$ cat src/rtl/vga_pkg.sv
// Shared raster and framebuffer constants plus the CPU-port FSM state type
// for the VGA framebuffer arbiter.
package vga_pkg;

    localparam int H_ACTIVE = 640;
    localparam int H_TOTAL  = 800;
    localparam int V_ACTIVE = 480;
    localparam int V_TOTAL  = 525;

    localparam int FB_W    = 160;
    localparam int FB_H    = 120;
    localparam int FB_SIZE = FB_W * FB_H;

    typedef enum logic {
        CPU_IDLE = 1'b0,
        CPU_ACK  = 1'b1
    } cpu_state_t;

endpackage

$ cat src/rtl/fb_addr_calc.sv
// Linear framebuffer address row*160+col, built from shifts so no multiplier
// is needed on the video fetch path.
module fb_addr_calc (
    input  logic [6:0]  i_row,
    input  logic [7:0]  i_col,
    output logic [14:0] o_addr
);

    assign o_addr = 15'({i_row, 7'b0}) + 15'({i_row, 5'b0}) + 15'(i_col);

endmodule

$ cat src/rtl/vga_fb_arbiter.sv
// Shares one single-port video RAM between 4:1 scan-out (one slot in four)
// and a req/ack CPU port, and produces the colour for the current raster pixel.
module vga_fb_arbiter #(
    parameter int FB_W    = vga_pkg::FB_W,
    parameter int FB_H    = vga_pkg::FB_H,
    parameter int H_TOTAL = vga_pkg::H_TOTAL,
    parameter int V_TOTAL = vga_pkg::V_TOTAL
) (
    input  logic        clk,
    input  logic        reset,
    input  logic        enable,
    input  logic [9:0]  pixel_counter,
    input  logic [9:0]  line_counter,
    output logic [7:0]  pixel_color,
    output logic [14:0] mem_addr,
    output logic        mem_we,
    output logic [7:0]  mem_wdata,
    input  logic [7:0]  mem_rdata,
    input  logic        cpu_req,
    input  logic        cpu_we,
    input  logic [14:0] cpu_addr,
    input  logic [7:0]  cpu_wdata,
    output logic        cpu_ack,
    output logic [7:0]  cpu_rdata
);

    import vga_pkg::*;

    logic [1:0]  w_slot;
    logic        w_last_col;
    logic [9:0]  w_next_line;
    logic [9:0]  w_tgt_line;
    logic [7:0]  w_tgt_grp;
    logic        w_tgt_ok;
    logic        w_vid_due;
    logic        w_in_range;
    logic        w_grant;
    logic [14:0] w_vid_addr;

    cpu_state_t  r_state;
    logic        r_cpu_ack;
    logic        r_rd_ok;
    logic        r_vid_pend;
    logic        r_fetched;
    logic [7:0]  r_prefetch;
    logic [7:0]  r_pixel_color;

    assign w_slot      = pixel_counter[1:0];
    assign w_last_col  = (pixel_counter == 10'(H_TOTAL - 4));
    assign w_next_line = (line_counter == 10'(V_TOTAL - 1)) ? 10'd0 : line_counter + 10'd1;

    // Each fetch targets the next 4-pixel group; the one at the end of the
    // line primes group 0 of the following line.
    assign w_tgt_line = w_last_col ? w_next_line : line_counter;
    assign w_tgt_grp  = w_last_col ? 8'd0 : pixel_counter[9:2] + 8'd1;
    assign w_tgt_ok   = (w_tgt_grp < 8'(FB_W)) && (w_tgt_line < 10'(FB_H * 4));
    assign w_vid_due  = enable && (w_slot == 2'd0) && w_tgt_ok;

    assign w_in_range = (cpu_addr < 15'(FB_W * FB_H));
    assign w_grant    = (r_state == CPU_IDLE) && cpu_req && !w_vid_due;

    fb_addr_calc u_addr (
        .i_row  (w_tgt_line[8:2]),
        .i_col  (w_tgt_grp),
        .o_addr (w_vid_addr)
    );

    always_comb begin
        mem_addr  = '0;
        mem_we    = 1'b0;
        mem_wdata = '0;
        if (w_vid_due) begin
            mem_addr = w_vid_addr;
        end else if (w_grant) begin
            mem_addr  = cpu_addr;
            mem_we    = cpu_we && w_in_range;
            mem_wdata = cpu_wdata;
        end
    end

    always_ff @(posedge clk) begin
        if (reset) begin
            r_state   <= CPU_IDLE;
            r_cpu_ack <= 1'b0;
            r_rd_ok   <= 1'b0;
        end else begin
            case (r_state)
                CPU_IDLE: begin
                    if (w_grant) begin
                        r_state   <= CPU_ACK;
                        r_cpu_ack <= 1'b1;
                        r_rd_ok   <= !cpu_we && w_in_range;
                    end
                end
                CPU_ACK: begin
                    r_state   <= CPU_IDLE;
                    r_cpu_ack <= 1'b0;
                    r_rd_ok   <= 1'b0;
                end
                default: begin
                    r_state   <= CPU_IDLE;
                    r_cpu_ack <= 1'b0;
                    r_rd_ok   <= 1'b0;
                end
            endcase
        end
    end

    // The RAM's own output register holds the granted word for the whole ACK
    // cycle, so the read data is presented straight from it.
    assign cpu_ack   = r_cpu_ack;
    assign cpu_rdata = (r_cpu_ack && r_rd_ok) ? mem_rdata : 8'd0;

    always_ff @(posedge clk) begin
        if (reset) begin
            r_vid_pend    <= 1'b0;
            r_fetched     <= 1'b0;
            r_prefetch    <= '0;
            r_pixel_color <= '0;
        end else begin
            r_vid_pend <= w_vid_due;
            if (r_vid_pend) begin
                r_prefetch <= mem_rdata;
            end
            if (w_slot == 2'd0) begin
                r_fetched <= w_vid_due;
            end
            if (w_slot == 2'd3) begin
                r_pixel_color <= r_fetched ? r_prefetch : 8'd0;
            end
        end
    end

    assign pixel_color = r_pixel_color;

endmodule

$ cat config.mk
export PLATFORM = sky130hd
export DESIGN_NAME = vga_fb_arbiter
export DESIGN_NICKNAME = d
export VERILOG_FILES = /design/src/rtl/vga_pkg.sv /design/src/rtl/fb_addr_calc.sv /design/src/rtl/vga_fb_arbiter.sv
export SDC_FILE = /design/constraint.sdc
export NUM_CORES = 1
export LEC_CHECK = 0
export ABC_AREA = 1
export CORE_ASPECT_RATIO = 1.5
export CORE_UTILIZATION = 42
export CTS_CLUSTER_SIZE = 12
export DETAILED_ROUTE_END_ITERATION = 8
export PLACE_DENSITY = 0.8
export SLEW_MARGIN = 20
export SYNTH_ARGS = -nofsm -noshare
export SYNTH_HDL_FRONTEND = slang
export SYNTH_SLANG_ARGS = --single-unit
$ cat constraint.sdc
create_clock -name clk -period 3.91 [get_ports clk]
set_input_delay 0.391 -clock clk [delete_from_list [all_inputs] [get_ports clk]]
set_output_delay 0.391 -clock clk [all_outputs]
set_load 0.02 [all_outputs]
==> flow_summary.toml, run 1 <==
[run_status]
status = "complete, no violations"

[timing]
final.period_utilization_pct = 98.0
hold_ws_ps = 458
setup_tns_ps = 0
hold_viol = 0
setup_viol = 0
finClkSkew_ps = 3.06
fin_crit_ps = 3830
worst-slew-pin-transition_ps = 464
drv_slew = 0
relSlewSlack_pct = 69.0
max_freq_mhz = 261

[critical_path]
cp_slowest_stage_delay_ps = 500
crit_top_cell = "inv_2"
arrival_ps = 3440
critical-path-top-delay-family = "adder cells"
cp_max_fo = 2
worstRegToRegCells = 4
worst_setup_path_end_kind = "output port"
path_buf_inv = 6
worstReg2RegEnd = "r_rd_ok"
worstReg2RegStart = "r_state"
r2r_slack_ps = 2650
path_class = "input pin to output port"
path_cells = "dlygate4sd2_1, nor3_2, inv_2, buf_6, nor4_4, inv_1, nor2_2, o21ai_2, fa_1, inv_2, fa_2, nand3_2, nand2_2, a21oi_2, o21bai_2, xor2_1, o22ai_1, buf_4"
cp_slowest_cell = "fa_1"
critPathRequiredTime_ps = 3520
worstSetupEndpoint = "mem_addr[12]"
cp-start-kind = "input pin"
cp_num_cells = 18
critPathLaunch = "pixel_counter[5]"

[yosys]
syn_area_um2 = 2070
syn_nets = 414
synth_cell_type_count = 32
synth.ff_latch_count = 21
avgSynthCellArea_um2 = 6.07
syn_inst = 342
ys_seq_area_share_pct = 20.3
yosysWarnings = 0

[routing]
vias = 2762
top_layer = "met4"
drt_iter0_drc = 78
drtPass1Iterations = 4
wl_met3_um = 271
post_drt_wl_per_cell_um = 12.1
detail_route.vias_per_cell = 4.91
drc_errors = 0
drtAntennaViolNets = 0
wl_met1_um = 2450
wirelength_um = 6810
wl_met2_um = 3800

[place]
dpl.cell_count = 552
numPortBuffers = 96
hpwlAfterDp_um = 5400
gp_congestion = 0.895

[hold_path]
hp-class = "flop to flop"

[finish]
drive_gt1_share_pct = 25.0
layout_common_cells = "77 x clkdlybuf4s50_1, 70 x nand2_1, 65 x inv_1, 59 x buf_4, 33 x nor2_1"
final_common_cell = "clkdlybuf4s50_1"
antenna_cells = 0
fin_nets = 569
stdcell_count = 562
area_growth_syn_to_layout_pct = 78.0

[clock_tree]
tritoncts = "yes"
clkTransAtPathRegs_ps = 70
cts_root_buf = "clkbuf_8"
numCtsBuffers = 3
clock_latency_ps = 260
clock_sinks = 21
cts_max_level = 1
clk_path_buf_depth = 2

[floorplanning]
die_h_um = 88.1
fp.dieW_um = 59.4
dieArea_um2 = 5230
core-area_um2 = 4770
io_pins = 97
rows = 31
initial_core_util_pct = 43.5

[power_and_ir_drop]
leakage_uw = 0.00183
worst_ir_drop_vdd_uv = 104
power.density_nw_per_um2 = 200

[grt]
grt_usage_pct = 26.0
grt-ovfl-total = 0
grt_pass1_vias = 2647
grt_pass1_wl_um = 10700
antenna_found_initial = 0
grt_max_degree = 20

[flow_run]
cap_violations = 0
through the flow:
step	power (uW)	cell area, um2	util [%]	worst slack [ps]
3_5_place_dp	576	3480	72.9	-878
2_1_floorplan	394	2070	-	160
5_1_grt	778	3690	77.4	-17.1
6_report	738	3690	77.4	80.0
4_1_cts	723	3630	76.2	0.913
3_3_place_gp	568	3480	72.9	-752
worst min-delay path by stage:
stage	startpoint	to	slack [ps]	cells past startpoint
after floorplan	r_prefetch[1]	pixel_color[1]	440	2
after global placement	r_prefetch[1]	pixel_color[1]	440	2
after detailed placement	r_prefetch[1]	pixel_color[1]	450	2
after CTS	r_prefetch[1]	pixel_color[1]	460	2
after global routing	r_prefetch[1]	pixel_color[1]	480	2
final	r_prefetch[1]	pixel_color[1]	460	2
metal layers:
layer	vias to the layer above	global-route usage, %
li1	1391	-
met1	1251	26.5
met2	89	50.7
met3	31	1.62
met4	0	13.9
met5	-	0
where the power goes:
group          switching (uW)  internal (uW)
Combinational             182            189
Sequential               4.54            223
Clock                    67.7           72.7
Total                     255            484
cell type report:
class / instances / area [um2]
clock buffer: 4 / 45.0
fill: 380 / 1080
inverter: 70 / 263
multi-input combinational: 247 / 1520
sequential: 21 / 420
tap: 66 / 82.6
timing repair buffer: 154 / 1360
what timing repair did:
item / CTS / global route
pin swaps: 25 / 17
gates resized for setup: 64 / 27
cloned: 0 / 0
hold buffers: 0 / 0
setup buffers: 4 / 2
endpoints found under the setup margin: 8 / 7
worst register-to-register path, cell delays in order, from the launching register on:
cell	delay, ps
dfxtp_1	320
nor2_2	390
nand2_4	250
nor2_1	150
nor2_1	50
sequential cells by signal, summed over array words and instances (netlist names):
signal	cells
r_prefetch	8
r_vid_pend	1
r_rd_ok	1
pixel_color	8
cpu_ack	1
r_fetched	1
r_state	1
synth_stat cells:
cell type	instances	area (um2)
nand3_1	23	115
nand3_4	1	17.5
xnor2_1	3	26.3
ha_1	14	175
a21oi_1	23	115
nand2_2	2	12.5
a31oi_1	1	6.26
o221ai_1	1	8.76
nor2_2	14	87.6
nor3_1	6	30.0
nand2_4	1	11.3
clkbuf_1	1	3.75
fa_1	2	40.0
o22ai_2	1	12.5
dfxtp_1	21	420
nor2_4	1	11.3
xor2_1	6	52.6
buf_6	1	11.3
a21o_1	1	7.51
o21bai_1	2	15.0
o31ai_1	1	7.51
o21ai_0	17	85.1
nand3b_1	2	15.0
o22ai_1	6	37.5
nand2_1	74	278
inv_1	70	263
buf_4	2	15.0
o21ai_1	3	15.0
nand4_1	1	6.26
nor4_1	4	25.0
nor2_1	36	135
nor3b_2	1	12.5
kinds of logic after synthesis:
group / Yosys count / synth area share, %
buffers and inverters: 74 / 14.1
xor gates and xnor gates: 9 / 3.80
DFF: 21 / 20.3
AOI/OAI and AO/OA: 56 / 15.0
adders and majority gates: 16 / 10.4
and+or+nand+nor: 166 / 36.5
No activity file was read; power rests on OpenSTA's default activity.
==> run 2, diff against run 1 <==
--- a/config.mk
+++ b/config.mk
@@ -8,6 +8,7 @@
 export ABC_AREA = 1
 export CORE_ASPECT_RATIO = 1.5
 export CORE_UTILIZATION = 42
+export CTS_CLUSTER_DIAMETER = 30
 export CTS_CLUSTER_SIZE = 12
 export DETAILED_ROUTE_END_ITERATION = 8
 export PLACE_DENSITY = 0.8
==> results of run 2 <==
Same layout as run 1: the final DEF is identical, and so are final timing and power.
